[src/rtl/voice_allocator.sv]
// Voice allocator: assigns six active-low music keys to NUM_VOICES shared tone
// voices, each with an attack/sustain/release envelope and oldest-voice stealing.
module voice_allocator #(
    parameter int unsigned NUM_VOICES    = 3,
    parameter logic [7:0]  SUSTAIN_LEVEL = 8'd200,
    parameter logic [7:0]  DECAY_STEP    = 8'd3,
    parameter logic [7:0]  RELEASE_STEP  = 8'd2
) (
    input  logic                         CLK_1Khz,
    input  logic                         reset_n,
    input  logic [4:0]                   currentState,
    input  logic [5:0]                   input_MusicKey,
    output logic [NUM_VOICES-1:0][13:0]  voiceFrequency,
    output logic [NUM_VOICES-1:0][7:0]   voiceAmplitude,
    output logic [NUM_VOICES-1:0][2:0]   voiceKey,
    output logic [7:0]                   stealCount
);
    typedef enum logic [1:0] {IDLE, ATTACK, SUSTAIN, RELEASE} voiceState_t;

    localparam logic [2:0] NO_KEY = 3'd7;
    localparam int unsigned VW = (NUM_VOICES > 1) ? $clog2(NUM_VOICES) : 1;

    voiceState_t                 state     [NUM_VOICES];
    voiceState_t                 stateNext [NUM_VOICES];
    logic [7:0]                  age       [NUM_VOICES];
    logic [7:0]                  ageNext   [NUM_VOICES];
    logic [NUM_VOICES-1:0][7:0]  ampNext;
    logic [NUM_VOICES-1:0][2:0]  keyNext;
    logic [7:0]                  stealNext;
    logic [5:0]                  prevKey, prevKeyNext;
    logic [5:0]                  pending, pendingNext;
    logic [5:0]                  candidates;
    logic [7:0]                  keyLevel;
    logic                        playEnable;
    logic                        serviceValid, hitValid, idleValid;
    logic [2:0]                  serviceKey;
    logic [VW-1:0]               hitVoice, idleVoice, oldestVoice, targetVoice;
    logic [7:0]                  oldestAge;

    assign playEnable = (currentState == 5'd0) || (currentState == 5'd4);
    // Pad to eight entries so a 3-bit key index can never fall outside the vector.
    assign keyLevel   = {2'b11, input_MusicKey};

    always_comb begin
        // NOTE: every always_comb output gets a default first so no path leaves it unassigned (no latches).
        for (int v = 0; v < NUM_VOICES; v++) begin
            stateNext[v] = state[v];
            ampNext[v]   = voiceAmplitude[v];
            keyNext[v]   = voiceKey[v];
            ageNext[v]   = age[v];
        end
        stealNext    = stealCount;
        prevKeyNext  = input_MusicKey;
        serviceValid = 1'b0;
        serviceKey   = 3'd0;
        hitValid     = 1'b0;
        hitVoice     = '0;
        idleValid    = 1'b0;
        idleVoice    = '0;
        oldestVoice  = '0;
        oldestAge    = 8'd0;

        // A key is a candidate if newly pressed or still pending, and only while held.
        candidates = (pending | prevKey) & ~input_MusicKey;
        for (int k = 5; k >= 0; k--) begin
            if (candidates[k]) begin
                serviceValid = 1'b1;
                serviceKey   = 3'(k);
            end
        end

        for (int v = NUM_VOICES - 1; v >= 0; v--) begin
            if (state[v] != IDLE && voiceKey[v] == serviceKey) begin
                hitValid = 1'b1;
                hitVoice = VW'(v);
            end
            if (state[v] == IDLE) begin
                idleValid = 1'b1;
                idleVoice = VW'(v);
            end
        end
        // Strict compare keeps the lowest index on equal ages.
        for (int v = 0; v < NUM_VOICES; v++) begin
            if (age[v] > oldestAge) begin
                oldestAge   = age[v];
                oldestVoice = VW'(v);
            end
        end
        targetVoice = hitValid ? hitVoice : (idleValid ? idleVoice : oldestVoice);

        for (int v = 0; v < NUM_VOICES; v++) begin
            if (state[v] != IDLE && age[v] != 8'hFF)
                ageNext[v] = age[v] + 8'd1;
            case (state[v])
                ATTACK, SUSTAIN: begin
                    if (keyLevel[voiceKey[v]]) begin
                        stateNext[v] = RELEASE;
                    end else if (state[v] == ATTACK) begin
                        if ({1'b0, voiceAmplitude[v]} <= {1'b0, SUSTAIN_LEVEL} + {1'b0, DECAY_STEP}) begin
                            ampNext[v]   = SUSTAIN_LEVEL;
                            stateNext[v] = SUSTAIN;
                        end else begin
                            ampNext[v] = voiceAmplitude[v] - DECAY_STEP;
                        end
                    end
                end
                RELEASE: begin
                    if (voiceAmplitude[v] <= RELEASE_STEP) begin
                        ampNext[v]   = 8'd0;
                        stateNext[v] = IDLE;
                        keyNext[v]   = NO_KEY;
                    end else begin
                        ampNext[v] = voiceAmplitude[v] - RELEASE_STEP;
                    end
                end
                default: ;
            endcase
            if (serviceValid && VW'(v) == targetVoice) begin
                stateNext[v] = ATTACK;
                ampNext[v]   = 8'hFF;
                keyNext[v]   = serviceKey;
                ageNext[v]   = 8'd0;
            end
        end

        if (serviceValid && !hitValid && !idleValid && stealCount != 8'hFF)
            stealNext = stealCount + 8'd1;
        pendingNext = candidates & ~(serviceValid ? (6'b1 << serviceKey) : 6'b0);

        if (!playEnable) begin
            for (int v = 0; v < NUM_VOICES; v++) begin
                stateNext[v] = IDLE;
                ampNext[v]   = 8'd0;
                keyNext[v]   = NO_KEY;
                ageNext[v]   = 8'd0;
            end
            stealNext   = stealCount;
            pendingNext = 6'd0;
            prevKeyNext = 6'h3F;
        end
    end

    always_ff @(posedge CLK_1Khz) begin
        // NOTE: reset is sampled on the clock edge here, so it sits inside the clocked branch, not the sensitivity list.
        if (!reset_n) begin
            for (int v = 0; v < NUM_VOICES; v++) begin
                state[v]          <= IDLE;
                age[v]            <= 8'd0;
                voiceAmplitude[v] <= 8'd0;
                voiceKey[v]       <= NO_KEY;
            end
            stealCount <= 8'd0;
            pending    <= 6'd0;
            prevKey    <= 6'h3F;
        end else begin
            for (int v = 0; v < NUM_VOICES; v++) begin
                state[v]          <= stateNext[v];
                age[v]            <= ageNext[v];
                voiceAmplitude[v] <= ampNext[v];
                voiceKey[v]       <= keyNext[v];
            end
            stealCount <= stealNext;
            pending    <= pendingNext;
            prevKey    <= prevKeyNext;
        end
    end

    always_comb begin
        for (int v = 0; v < NUM_VOICES; v++) begin
            case (voiceKey[v])
                3'd0:    voiceFrequency[v] = 14'd400;
                3'd1:    voiceFrequency[v] = 14'd1428;
                3'd2:    voiceFrequency[v] = 14'd110;
                3'd3:    voiceFrequency[v] = 14'd600;
                3'd4:    voiceFrequency[v] = 14'd1300;
                3'd5:    voiceFrequency[v] = 14'd309;
                default: voiceFrequency[v] = 14'd0;
            endcase
        end
    end
endmodule

[config.mk]
export PLATFORM = sky130hd
export DESIGN_NAME = voice_allocator
export DESIGN_NICKNAME = d
export VERILOG_FILES = /design/src/rtl/voice_allocator.sv
export SDC_FILE = /design/constraint.sdc
export NUM_CORES = 1
export LEC_CHECK = 0
export ABC_CLOCK_PERIOD_IN_PS = 5100
export CORE_MARGIN = 1
export CORE_UTILIZATION = 54
export DETAILED_ROUTE_END_ITERATION = 12
export PLACE_DENSITY = 0.81
export SYNTH_ARGS = -nofsm -noshare
export SYNTH_HDL_FRONTEND = slang
export SYNTH_SLANG_ARGS = --single-unit
[constraint.sdc]
create_clock -name CLK_1Khz -period 5.1 [get_ports CLK_1Khz]
set_clock_uncertainty 0.15 [all_clocks]
set_input_delay 1.53 -clock CLK_1Khz [delete_from_list [all_inputs] [get_ports CLK_1Khz]]
set_output_delay 1.53 -clock CLK_1Khz [all_outputs]
set_load 0.01 [all_outputs]
# Yosys cells after proc, flatten, opt, wreduce, memory -nomap -nowiden

Memory sizes are Yosys's and may differ from the RTL's.
Cells that the tools add are included.

Bits in registers: 53
Memory bits (writable): 30
Input bits: 13
Output and inout port bits: 83
Logic and storage cells: 232
Memories: 2

Memories:

| memory | depth | width | rd ports | clocked after Yosys merged registers in | write ports | line | RTL |
|---|---|---|---|---|---|---|---|
| age    | 3     | 8     | 3        | 0                                       | 3           | 25   | `logic [7:0] age [NUM_VOICES];` |
| state  | 3     | 2     | 3        | 0                                       | 3           | 23   | `voiceState_t state [NUM_VOICES];` |

$add $sub $neg: 10
$lt $le $gt $ge: 12
Equal/unequal tests: 40
Shifts and indexed selects: 1
Multiplexer cells: 101
Bitwise gates (word level): 11
Reductions and logical operators: 46

Operator list:

| cell                                                            | count |
|---|---|
| 2-to-1 mux 8 bit                                                | 26 |
| case mux 11 bit (6 select lines)                                | 3 |
| 2-to-1 mux 2 bit                                                | 27 |
| case mux 8 bit (2 select lines)                                 | 3 |
| subtractor 8 x 2 -> 8 bit (second input constant)               | 6 |
| 2-to-1 mux 3 bit                                                | 15 |
| adder 8 x 1 -> 8 bit (second input constant)                    | 4 |
| != test 8 bit (second input constant)                           | 4 |
| less-or-equal comparator 8 x 2 -> 1 bit (second input constant) | 3 |
| less-or-equal comparator 8 bit (second input constant)          | 3 |
| 2-to-1 mux 24 bit                                               | 1 |
| == test 3 x 2 -> 1 bit (second input constant)                  | 6 |
| == test 3 bit (second input constant)                           | 6 |
| 2-to-1 mux 1 bit                                                | 18 |
| != test 3 bit (second input constant)                           | 6 |
| nonzero test 2 bit                                              | 9 |
| > comparator 8 bit                                              | 2 |
| AND 6 bit                                                       | 2 |
| == test 2 bit (second input constant)                           | 6 |
| logical AND 1 bit                                               | 12 |
| < comparator 3 x 4 -> 1 bit (second input constant)             | 3 |
| 2-to-1 mux 6 bit                                                | 2 |
| inverter 6 bit                                                  | 2 |
| case mux 2 bit (2 select lines)                                 | 3 |
| 20 further kinds                                                | 49 |

# Depth between registers and ports, before layout

Word-level depth: 19
Mapped depth: 23
Gate-level depth less buffers: 21

# Worst setup path after synthesis

Ideal clock, no wire load.

Path type: register to register
Start point: memory age[0][0]
End point: memory age[0][2]
Data arrival time: 3.859 ns
Required time: 4.834 ns
Setup slack: 0.975 ns
Stages on the path, launching flop included: 23
Path buffers: 2
Clock period less this slack: 4.125 ns
Path through: dfxtp_1 > inv_1 > ha_1 > nor4b_1 > nand2_1 > nand2_1 > ha_1 > nor2b_1 > o211ai_1 > a21oi_1 > o22ai_1 > buf_1 > mux2i_1 > ha_1 > nand4_1 > nand2b_1 > a21oi_1 > nor3_1 > nor2b_1 > o21a_1 > o32a_1 > buf_2 > and3_1

RTL lines:

| what               | line |
|---|---|
| start: declaration | 25 |

==> flow_summary_export.csv <==
group,metric,value,unit
route,first_pass_iters,4,
power_and_ir_drop,leakage,2.68,nW
cells_and_area,antenna_cells,0,
worst_setup_path,critPathMaxFanout,13,
status,status,"complete, no violations",
synthesis,synth_edf_count,0,
timing,finalCriticalPeriod,4.61,ns
synthesis,synthFlopType,"dfxtp_1",
synthesis,yosysUniqueCellTypes,76,
synthesis,synth_top_area_cell,"dfxtp_1",
placement,dpl.cell_count,914,
cells_and_area,fin_area,6840,um2
min_path,whs_path_depth,2,
route,wl_per_cell,16.2,um
floorplan,die_x,105,um
synthesis,synth_most_common_cell,"dfxtp_1",
synthesis,seq_area_frac_synth,28.7,%
clock_tree,clkLatencyLatePin,0.36,ns
clock_tree,clock-sinks,83,
power_and_ir_drop,peakVddDrop,0.117,mV
timing,period_share,90.4,%
run,cap_violations,0,
clock_tree,clkTransAtPathRegs,0.09,ns
timing,report.final.slew_viol_count,0,
synthesis,synthCells,723,
clock_tree,htreeDepth,3,
global_routing,grt_pass1_wl,24.7,mm
global_routing,antenna_found_initial,0,
synthesis,synth.top_cell.area_share,28.7,%
min_path,min_to,"stealCount[4]",
timing,hold_violations,0,
floorplan,io_pins,96,
floorplan,die_area,11100,um2
clock_tree,ctsRootBufferMaster,"clkbuf_8",
timing,setup_viol,0,
min_path,min_from,"stealCount[4]",
placement,port_buffers,85,
cells_and_area,fin_cells,930,
synthesis,ys_async_sr_fraction,0,%
worst_setup_path,r2r_slack,0.49,ns
floorplan,initial_utilization,55.8,%
min_path,hp-class,"reg -> reg",
global_routing,grt_max_degree,46,
worst_setup_path,cp.arrival,4.75,ns
timing,worst_pin_slew,0.927,ns
synthesis,synth_area_leaders,"dfxtp_1, ha_1, a21oi_1",
clock_tree,numCtsBuffers,9,
timing,slew_headroom,37.8,%
synthesis,synth_area,5780,um2
route,drc,0,
cells_and_area,drive_gt1_share,6.80,%
floorplan,rows,37,
clock_tree,clock_path_buffers,2,
synthesis,synth_area_per_cell,8.00,um2
placement,gp_congestion,0.928,
route,ant_nets,0,
worst_setup_path,timing.rr.start,"age[0][1]",
floorplan,design.core.area,10400,um2
route,wl,15.0,mm
global_routing,grt_pass1_vias,5229,
worst_setup_path,crit_type,"reg -> reg",
timing,rsz0062_at_grt,"false",
route,first_iter_violations,311,
timing,fmax,0.217,GHz
worst_setup_path,worstRegToRegCells,23,
clock_tree,cts_tree,"built",
synthesis,ys_ff_latch,83,
cells_and_area,nets,845,
worst_setup_path,required,5.24,ns
floorplan,die_h,105,um
timing,whs,0.349,ns
global_routing,grt-ovfl-total,0,
placement,dpl_cell_area,6650,um2
global_routing,grt_usage,27.2,%
synthesis,yosysWarnings,0,
worst_setup_path,critPathLaunchType,"flip-flop",
power_and_ir_drop,powerDensity,174,nW/um2
placement,hpwlAfterDp,11.0,mm
synthesis,yosys-top-cells-count,"dfxtp_1, a21oi_1, nor2_1",
timing,tns,0,ns
worst_setup_path,worstSetupEndpointType,"flip-flop",
cells_and_area,syn_to_final_growth,18.3,%
route,vias_per_cell,5.93,
route,vias,5518,
worst_setup_path,r2r-end,"voiceKey[2]",
==> worst max path at each step <==
| stage | from | end | slack [ns] | cells after the start |
|---|---|---|---|---|
| after global placement | age[0][0] | voiceKey[1] | 0.66 | 21 |
| after floorplan | age[0][0] | age[0][2] | 0.98 | 22 |
| final | age[0][1] | voiceKey[2] | 0.49 | 23 |
| after CTS | age[0][0] | voiceKey[2] | 0.48 | 23 |
| after global routing | age[0][0] | voiceKey[1] | 0.06 | 23 |
| after detailed placement | age[0][0] | voiceKey[2] | 0.52 | 21 |
==> placed cells by master, fill, tap and decap left out, drive strengths merged, types with 21 or more instances in the layout <==
cell	count
a21oi	64
and3	22
clkdlybuf4s50	85
dfxtp	83
ha	43
inv	46
mux2i	22
nand2	58
nor2	58
nor3	33
o21ai	34
xnor2	21
==> report_power, final <==
part	internal, W	switching, W	total (W)
registers	0.000650	0.00000447	0.000655
logic	0.0000333	0.0000392	0.0000724
clock network	0.000205	0.000257	0.000461
==> area by class of cell <==
| class | count | area (um2) |
|---|---|---|
| Clock inverter | 5 | 37.5 |
| Fill cell | 897 | 3530 |
| Clock buffer | 11 | 151 |
| Multi-Input combinational cell | 557 | 3750 |
| Timing Repair Buffer | 91 | 896 |
| Sequential cell | 83 | 1660 |
| Inverter | 47 | 176 |
| Tap cell | 136 | 170 |
==> repair_timing <==
action | 4_1_cts | 5_1_grt
buffers inserted | 0 | 0
resized for setup | 0 | 1
setup endpoints to repair | 0 | 12
hold buffers | 0 | 0
==> through the flow <==
stage	setup WS (ns)	total power, W	util (%)
CTS	0.479	0.00119	65.9
finish	0.492	0.00119	66.0
detailed placement	0.519	0.000741	64.1
global route	0.0621	0.00123	66.0
global placement	0.661	0.000740	64.1
floorplan	0.975	0.000722	-
==> flip-flops by register name (all words and copies together) (netlist names) <==
signal / flops
prevKey: 6
state: 6
voiceKey: 9
age: 24
pending: 6
voiceAmplitude: 24
stealCount: 8
==> kinds of logic after synthesis <==
kind of cell / synth area share (%)
AND/OR/NAND/NOR: 23.2
buffers and inverters: 7.16
AO/OA/AOI/OAI: 21.1
other: 0.0648
multiplexers: 5.56
flip-flops: 28.7
XOR/XNOR: 4.87
adder cells (fa/ha/maj): 9.30
==> worst max-delay path: stages (launching register included) <==
cell and delay [ns]:
dfxtp_1 0.41, inv_1 0.08, ha_1 0.19, nor4b_2 0.17, nand2_1 0.08, nand2_1 0.07
ha_1 0.30, nor2b_1 0.14, o211ai_1 0.18, a21oi_1 0.09, o22ai_1 0.12, buf_4 0.22
nor2_1 0.05, a31oi_1 0.17, ha_1 0.27, nor2b_1 0.13, o211ai_1 0.15, a21oi_1 0.08
nor3_1 0.28, nor2b_1 0.18, o21a_1 0.18, o32a_1 0.33, buf_4 0.28, mux2i_1 0.20
==> metal layers <==
metal / wire length [um] / vias up / global-route usage, %
met5: 0 / - / 0
met4: 280 / 0 / 9.76
met3: 736 / 34 / 4.51
met2: 7260 / 177 / 46.4
met1: 6750 / 2601 / 34.4
li1: - / 2706 / -
Power figures use the tool's default switching activity.
